[config.mk]
export PLATFORM = sky130hd
export DESIGN_NAME = inst_fetch
export DESIGN_NICKNAME = d
export VERILOG_FILES = /design/src/rtl/fetch_pkg.sv /design/src/rtl/fetch_skid_buf.sv /design/src/rtl/inst_fetch.sv
export SDC_FILE = /design/constraint.sdc
export NUM_CORES = 1
export LEC_CHECK = 0
export CAP_MARGIN = 25
export CORE_MARGIN = 5
export CORE_UTILIZATION = 48
export CTS_BUF_LIST = sky130_fd_sc_hd__clkbuf_8
export DETAILED_ROUTE_END_ITERATION = 16
export GPL_ROUTABILITY_DRIVEN = 0
export PLACE_DENSITY = 0.79
export SYNTH_ARGS = -nofsm -noshare
export SYNTH_HDL_FRONTEND = slang
export SYNTH_SLANG_ARGS = --single-unit
[constraint.sdc]
create_clock -name clk -period 1.7 [get_ports clk]
set_input_delay 0.34 -clock clk [delete_from_list [all_inputs] [get_ports clk]]
set_output_delay 0.34 -clock clk [all_outputs]
set_load 0.1 [all_outputs]
[src/rtl/fetch_pkg.sv]
// fetch_pkg: shared definitions for the instruction-fetch stage.
// State encoding and the fetch packet carried from memory to decode.
package fetch_pkg;

    localparam logic [2:0] FS_IDLE = 3'd0;
    localparam logic [2:0] FS_REQ  = 3'd1;
    localparam logic [2:0] FS_WAIT = 3'd2;
    localparam logic [2:0] FS_KILL = 3'd3;
    localparam logic [2:0] FS_HOLD = 3'd4;

    localparam int PKT_W = 96;

    typedef enum logic [2:0] {
        ST_IDLE = FS_IDLE,
        ST_REQ  = FS_REQ,
        ST_WAIT = FS_WAIT,
        ST_KILL = FS_KILL,
        ST_HOLD = FS_HOLD
    } fetch_state_t;

    typedef struct packed {
        logic [31:0] inst;
        logic [31:0] pc;
        logic [31:0] pc4;
    } fetch_pkt_t;

endpackage

[src/rtl/fetch_skid_buf.sv]
// fetch_skid_buf: one-entry buffer for a fetch packet that arrived while
// the decode slot was occupied and stalled.
module fetch_skid_buf
    import fetch_pkg::*;
(
    input  logic             clk,
    input  logic             rst,
    input  logic             wr,
    input  logic             rd,
    input  logic             clr,
    input  logic [PKT_W-1:0] din,
    output logic             valid,
    output logic [PKT_W-1:0] dout
);

    // Flush wins over a write; a read empties the entry.
    always_ff @(posedge clk) begin
        if (rst || clr) begin
            valid <= 1'b0;
            dout  <= '0;
        end else if (wr) begin
            valid <= 1'b1;
            dout  <= din;
        end else if (rd) begin
            valid <= 1'b0;
        end
    end

endmodule

[src/rtl/inst_fetch.sv]
// inst_fetch: fetch stage between the PC register and decode.
// Single-outstanding imem handshake, registered output slot, one-entry skid.
module inst_fetch
    import fetch_pkg::*;
(
    input  logic        clk,
    input  logic        rst,
    input  logic [31:0] pc_i,
    input  logic [31:0] pc_plus4_i,
    input  logic        ce_i,
    input  logic        branch_flag_i,
    input  logic        id_stall_i,
    output logic        imem_req_o,
    output logic [31:0] imem_addr_o,
    input  logic        imem_gnt_i,
    input  logic        imem_rvalid_i,
    input  logic [31:0] imem_rdata_i,
    output logic        fetch_stall_o,
    output logic        id_valid_o,
    output logic [31:0] id_inst_o,
    output logic [31:0] id_pc_o,
    output logic [31:0] id_pc_plus4_o
);

    fetch_state_t     state;
    fetch_state_t     state_nxt;
    logic [31:0]      req_pc;
    logic [31:0]      req_pc4;
    logic             in_wait;
    logic             accept;
    logic             slot_free;
    logic             skid_wr;
    logic             skid_rd;
    logic             skid_valid;
    logic [PKT_W-1:0] skid_dout;
    fetch_pkt_t       resp_pkt;
    fetch_pkt_t       skid_pkt;

    assign in_wait   = (state == ST_WAIT);
    assign accept    = in_wait && imem_rvalid_i && !branch_flag_i;
    assign slot_free = !id_valid_o || !id_stall_i;
    assign skid_wr   = accept && !slot_free;
    assign skid_rd   = (state == ST_HOLD) && !id_stall_i && !branch_flag_i;
    assign resp_pkt  = '{inst: imem_rdata_i, pc: req_pc, pc4: req_pc4};
    assign skid_pkt  = fetch_pkt_t'(skid_dout);

    assign imem_req_o  = (state == ST_REQ);
    assign imem_addr_o = imem_req_o ? pc_i : 32'd0;

    // The PC advances only on an accepted response or a branch redirect.
    assign fetch_stall_o = !rst && !branch_flag_i
                           && !(in_wait && imem_rvalid_i);

    fetch_skid_buf u_skid (
        .clk   (clk),
        .rst   (rst),
        .wr    (skid_wr),
        .rd    (skid_rd),
        .clr   (branch_flag_i),
        .din   (resp_pkt),
        .valid (skid_valid),
        .dout  (skid_dout)
    );

    // State register.
    always_ff @(posedge clk) begin
        if (rst) begin
            state <= ST_IDLE;
        end else begin
            state <= state_nxt;
        end
    end

    // Next-state logic for the request/response handshake.
    always_comb begin
        state_nxt = state;
        unique case (state)
            ST_IDLE: begin
                if (ce_i) state_nxt = ST_REQ;
            end
            ST_REQ: begin
                if (imem_gnt_i) begin
                    state_nxt = branch_flag_i ? ST_KILL : ST_WAIT;
                end
            end
            ST_WAIT: begin
                if (imem_rvalid_i) begin
                    if (branch_flag_i || slot_free) state_nxt = ST_REQ;
                    else                            state_nxt = ST_HOLD;
                end else if (branch_flag_i) begin
                    state_nxt = ST_KILL;
                end
            end
            ST_KILL: begin
                if (imem_rvalid_i) state_nxt = ST_REQ;
            end
            ST_HOLD: begin
                if (branch_flag_i || !id_stall_i) state_nxt = ST_REQ;
            end
            default: state_nxt = ST_IDLE;
        endcase
    end

    // Capture the PC pair of the request memory has just accepted.
    always_ff @(posedge clk) begin
        if (rst) begin
            req_pc  <= 32'd0;
            req_pc4 <= 32'd0;
        end else if (imem_req_o && imem_gnt_i) begin
            req_pc  <= pc_i;
            req_pc4 <= pc_plus4_i;
        end
    end

    // Output slot: flush on branch, drain skid first, else take a response.
    always_ff @(posedge clk) begin
        if (rst || branch_flag_i) begin
            id_valid_o    <= 1'b0;
            id_inst_o     <= 32'd0;
            id_pc_o       <= 32'd0;
            id_pc_plus4_o <= 32'd0;
        end else if (!id_stall_i) begin
            if (skid_valid) begin
                id_valid_o    <= 1'b1;
                id_inst_o     <= skid_pkt.inst;
                id_pc_o       <= skid_pkt.pc;
                id_pc_plus4_o <= skid_pkt.pc4;
            end else if (accept) begin
                id_valid_o    <= 1'b1;
                id_inst_o     <= resp_pkt.inst;
                id_pc_o       <= resp_pkt.pc;
                id_pc_plus4_o <= resp_pkt.pc4;
            end else begin
                id_valid_o    <= 1'b0;
            end
        end else if (accept && !id_valid_o) begin
            id_valid_o    <= 1'b1;
            id_inst_o     <= resp_pkt.inst;
            id_pc_o       <= resp_pkt.pc;
            id_pc_plus4_o <= resp_pkt.pc4;
        end
    end

endmodule
# After elaboration in Yosys (flattened, before gate mapping)
# Index checks and enable logic that the tools add are counted.
# word_totals
romBits	0
regBits	261
n_memories	0
latchBits	0
input_bits	103
ram_bits	0
out_inout_bits	131
# op_classes
magnitude_cmp	0
n_div	0
muxes	28
addsub	0
n_eq_ne	10
n_shift	0
n_bitwise	0
mul	0
n_reduce_logical	24
# op_table
cell	count
$mux 32	13
$mux 3	7
$pmux 3 s5	1
$logic_and 1x1->1	9
$mux 1	7
$eq 3x2->1 const B	2
$logic_not 1->1	6
$ne 2x1->1 const B	3
$reduce_and 5->1	1
$logic_or 1x1->1	4
$ne 2x2->1 const B	2
$eq 3x1->1 const B	1
$eq 3x3->1 const B	1
$logic_not 3->1	1
$ne 3x3->1 const B	1
$reduce_bool 3->1	1
$reduce_and 2->1	1
$reduce_bool 2->1	1

# Depth between registers and ports, before layout
# logic_depth
depth_word	6
ltp_mapped	8

# By module
# Synthesis repeated with hierarchy kept, for this count alone.
# unflattened
cells_unflattened	1107
area_unflattened_um2	10779.1
# by_module_without_submodules
module	cells_each	area_each_um2	n_inst
inst_fetch	792	7333.3	1
fetch_skid_buf	315	3445.8	1

# Worst setup path after synthesis
# OpenSTA, ideal clock, no wires.
# synth_timing
path_type	input port to output port
startpoint	in rst
endpoint	out fetch_stall_o
path_slack_ns	-1.452
arrival_time_ns	2.812
path_stages	6
path_cell_list	clkbuf_1 > or2_2 > clkbuf_1 > buf_2 > buf_2 > a31oi_1
# synth_between
elab_chain_cells	3
# synth_rtl
item	line	rtl
start: declaration	inst_fetch.sv:7	input logic rst,
$logic_not 1->1	inst_fetch.sv:51	assign fetch_stall_o = !rst && !branch_flag_i
$logic_and 1x1->1	inst_fetch.sv:51	
$logic_and 1x1->1	inst_fetch.sv:52	&& !(in_wait && imem_rvalid_i);
end: declaration	inst_fetch.sv:18	output logic fetch_stall_o,
# No other way between the ends.

# Worst setup path after layout
# layout_timing
startpoint	reg state[2]
endpoint	out imem_addr_o[8]
# layout_between
elab_chain_cells	2
# layout_rtl
item	line	rtl
start: declaration	inst_fetch.sv:25	fetch_state_t state;
start signal: assignment	inst_fetch.sv:70	state <= state_nxt;
$eq 3x1->1	inst_fetch.sv:47	assign imem_req_o = (state == ST_REQ);
$mux 32	inst_fetch.sv:48	assign imem_addr_o = imem_req_o ? pc_i : 32'd0;
end: declaration	inst_fetch.sv:14	output logic [31:0] imem_addr_o,
# No other way between the ends.

==> summary.txt <==
Status
  – Violated checks: setup timing
  – Outcome: finished with violations

Synth
  – Seq/Total Area, Yosys: 0.4612
  – Synth area leader: dfxtp_1
  – Mux share of post-synthesis cell area: 0.1696
  – Avg Cell Area, Syn: about 9 sq um
  – Yosys cell types: 36
  – Synth Net Count: roughly 1300
  – Seq cells post-synth: 261
  – Area share of the largest cell type after synthesis: 0.4612
  – Synth top area cells: dfxtp_1 (46%), mux2i_1 (17%), a211oi_1 (12%), nand2_1 (11%), a21oi_1 (3.0%)
  – XOR/XNOR Fraction of Synth Area: 0
  – Post-Syn Area: between 10000 and 15000 sq um
  – Simple-gate area share of the yosys netlist: 0.1365
  – Share of synthesized cell area in full adder, half adder and majority cells: 0
  – Gate Count Post-Synth: about 1200
  – Compound-Gate Fraction of Synth Area: 0.1691
  – Largest family of logic cells by synthesized area: multiplexers
  – Ys Warns: 0

Worst setup path
  – Crit. End Element: primary output
  – Reg2reg path depth: 8
  – Worst stage delay on the critical path: 0.36 ns
  – Critical Path RT: 1.36 ns
  – CP max-delay cell: dfxtp_4
  – WS Path Type: reg -> out
  – Capturing point of the worst reg2reg path: id_pc_o[28]
  – WP data arrival: 1.83 ns
  – Crit start category: flip-flop
  – Critical path, cell by cell: nor2b_4 > nor2b_4 > buf_12 > clkbuf_16 > and2_4 > buf_12
  – Reg-to-Reg Start: state[0]
  – Critical path fanouts, max: 6
  – Reg2reg setup slack: -0.23 ns

STA
  – Setup Viol. Count Final: between 200 and 300
  – Crit path time final: approximately 2.2 ns
  – Relative slew slack: 0.2330
  – Worst slew pin tran: 1.151 ns
  – Slack of the critical path: -0.4740 ns
  – Hold Worst Slack: approximately 0.36 ns
  – Clock skew: ~0.018 ns
  – Setup TNS: -51.13 ns
  – Final count of hold timing violations: 0
  – Tcrit/Tclk final: 1.279
  – Fmax: approximately 460 MHz
  – RSZ-0062 raised after global routing: yes
  – Fin. max-slew vios: 0

CTS
  – CTS buffer count: 42
  – CTS tree: done
  – Number of H-tree levels: 2
  – CTS root buf: clkbuf_8
  – Worst-Skew Late Latency: ~0.55 ns
  – Clock transition at path regs: around 0.06 ns
  – Sink Count: between 200 and 300
  – Max Root-Sink Buffers: 3

Die
  – Chip Width: around 160 microns
  – Initial core utilization: 0.4855
  – Die area: 26770 sq um
  – I/O pin cnt: about 230
  – Core ar.: roughly 23000 sq um
  – Die height: 163.6 microns
  – Number of cell rows: 56

Pwr
  – Max VDD drop: between 0.5 and 0.6 mV
  – Power per cell area: 746.1 nW/um^2
  – Pleak: ~7.1 nW

Hold path
  – Worst Hold Depth: 5
  – HP Class: in -> reg
  – Hold Path Origin: rst
  – Hold path endpoint: u_skid.dout[3]

Global routing
  – Vias in the first global route: around 10000
  – Gr usage total: 0.2321
  – Largest net degree at the start of global routing: around 70
  – First-pass GRT wire length: ~51000 microns
  – Initial antenna violation count: 4
  – GR Overflow Total: 0

Route
  – Remaining antenna violation count after routing: 0
  – Routed WL per cell: approximately 24 microns
  – Vias: about 11000
  – Drt pass-1 iters: 5
  – Met3 Routed Length: around 3400 microns
  – Vias per cell: ~6
  – Max layer used: met5
  – Drt initial violations: between 800 and 900
  – Met2 wire length: around 22000 microns
  – Final wirelength: 44650 microns
  – # DRC: 0
  – DRT met1 WL: ~17000 microns

Layout
  – FILL cells: 1223
  – Final cell count without fillers: around 1900
  – Area grow syn2layout: 67.11%
  – Final net count: roughly 1600
  – Finished Core Util: 0.8113
  – Fraction of layout cells with a size suffix above 1: 0.3570

Run
  – Max Cap Viol: 0

Placed design
  – PortBufs: approximately 230
  – Cell Count Post-Placement: between 1500 and 2000
  – DP Wirelength: around 22000 microns
[synth_stat cells]
library cell and number:
clkbuf_1 56, a21boi_2 1, and2_1 32, a21oi_1 67
a221o_1 1, and3b_1 1, o211a_1 1, o41ai_1 1
a221oi_1 1, a31oi_1 1, inv_1 2, nor2_1 5
nand3b_1 1, buf_4 11, and4_1 1, clkbuf_4 2
a211oi_2 11, buf_2 39, nand2b_1 2, a311oi_1 1
mux2i_1 192, nand2_1 321, nor2b_1 3, nand4bb_1 1
nand4_1 1, nor4bb_1 1, o21ai_0 1, buf_1 5
a21o_1 1, buf_6 8, dfxtp_1 261, nor4b_4 1
nand4b_1 1, a211oi_1 182, buf_12 5, or2_2 1
[repair_timing]
action                     in CTS  in global routing
hold buffers                    0                  0
buffers inserted                6                 18
gates resized for setup        18                251
cloned                          1                 46
setup endpoints to repair      34                230
pin swaps                      10                122
[cell families after synthesis]
kind of cell / count (synthesis)
muxes: 192
buffers and inverters: 128
DFF: 261
AOI/OAI and AO/OA: 269
and+or+nand+nor: 372
[cell usage in the layout (no fill, tap or decap), types with 3 or more instances in the layout]
| master | n |
|---|---|
| buf_4 | 24 |
| buf_16 | 4 |
| a211oi_4 | 10 |
| clkinv_2 | 4 |
| clkbuf_8 | 53 |
| a211oi_2 | 60 |
| buf_6 | 21 |
| clkbuf_16 | 32 |
| a21oi_1 | 11 |
| nand2_2 | 9 |
| nand2_4 | 39 |
| nand2_1 | 273 |
| clkdlybuf4s50_1 | 101 |
| a21oi_2 | 56 |
| buf_8 | 5 |
| nor2_1 | 3 |
| a211oi_1 | 123 |
| dfxtp_1 | 258 |
| nor2b_4 | 3 |
| diode_2 | 3 |
| mux2i_1 | 189 |
| and2_4 | 32 |
| inv_1 | 18 |
| buf_12 | 178 |
[worst max-delay path by stage]
| stage | to | slack [ns] | cells after the start | startpoint |
|---|---|---|---|---|
| 2_1_floorplan | fetch_stall_o | -0.32 | 6 | rst |
| 3_3_place_gp | u_skid.dout[26] | -0.30 | 5 | branch_flag_i |
| 3_5_place_dp | u_skid.dout[4] | -0.40 | 5 | branch_flag_i |
| 4_1_cts | imem_addr_o[0] | -0.48 | 5 | state[0] |
| 5_1_grt | imem_addr_o[8] | -0.52 | 6 | state[0] |
| 6_report | imem_addr_o[8] | -0.47 | 6 | state[2] |
[worst max-delay path: cells and delay by family (launching register included)]
family	cells	cell delay (ns)
simple gates	3	0.44
flops	1	0.36
buf+inv	3	0.48
[metrics by stage]
step                      instance area, sq um  power, W  setup WS, ns
after global placement                   15770  0.008326       -0.3017
after detailed placement                 15770  0.008362       -0.3952
after CTS                                16680   0.01356       -0.4808
after global routing                     18930   0.01449       -0.5181
final                                    18930   0.01412       -0.4740
after floorplan                          11500  0.007500       -0.3218
[registers in the layout, indices dropped and copies added (netlist names)]
signal / cells
u_skid.dout: 96
id_inst_o: 32
id_pc_o: 32
id_pc_plus4_o: 32
req_pc4: 32
req_pc: 32
state: 3
id_valid_o: 1
u_skid.valid: 1
[layer usage]
layer,vias to the layer above,track usage
met5,-,0
met4,2,0.08959
met3,162,0.04693
met2,631,0.4019
met1,5436,0.2838
li1,4888,-
[cell type report]
cell class	count	area (sq um)	area share
diodes	3	7.507	0.0003966
multi-input cells	833	6491	0.3429
flip-flops and latches	261	5234	0.2765
well taps	319	399.1	0.02108
clock buffers	53	729.5	0.03853
repair buffers	366	5982	0.3160
inverters	2	7.507	0.0003966
clock inverters	20	80.08	0.004230
[report_power, final]
part	leakage [nW]	total [W]	internal [W]	switching (W)
clock network	0.482	0.00534	0.00279	0.00256
logic	4.51	0.00249	0.00105	0.00144
registers	2.11	0.00629	0.00620	0.0000851
total	7.10	0.0141	0.0100	0.00408
Power figures use the tool's default switching activity.
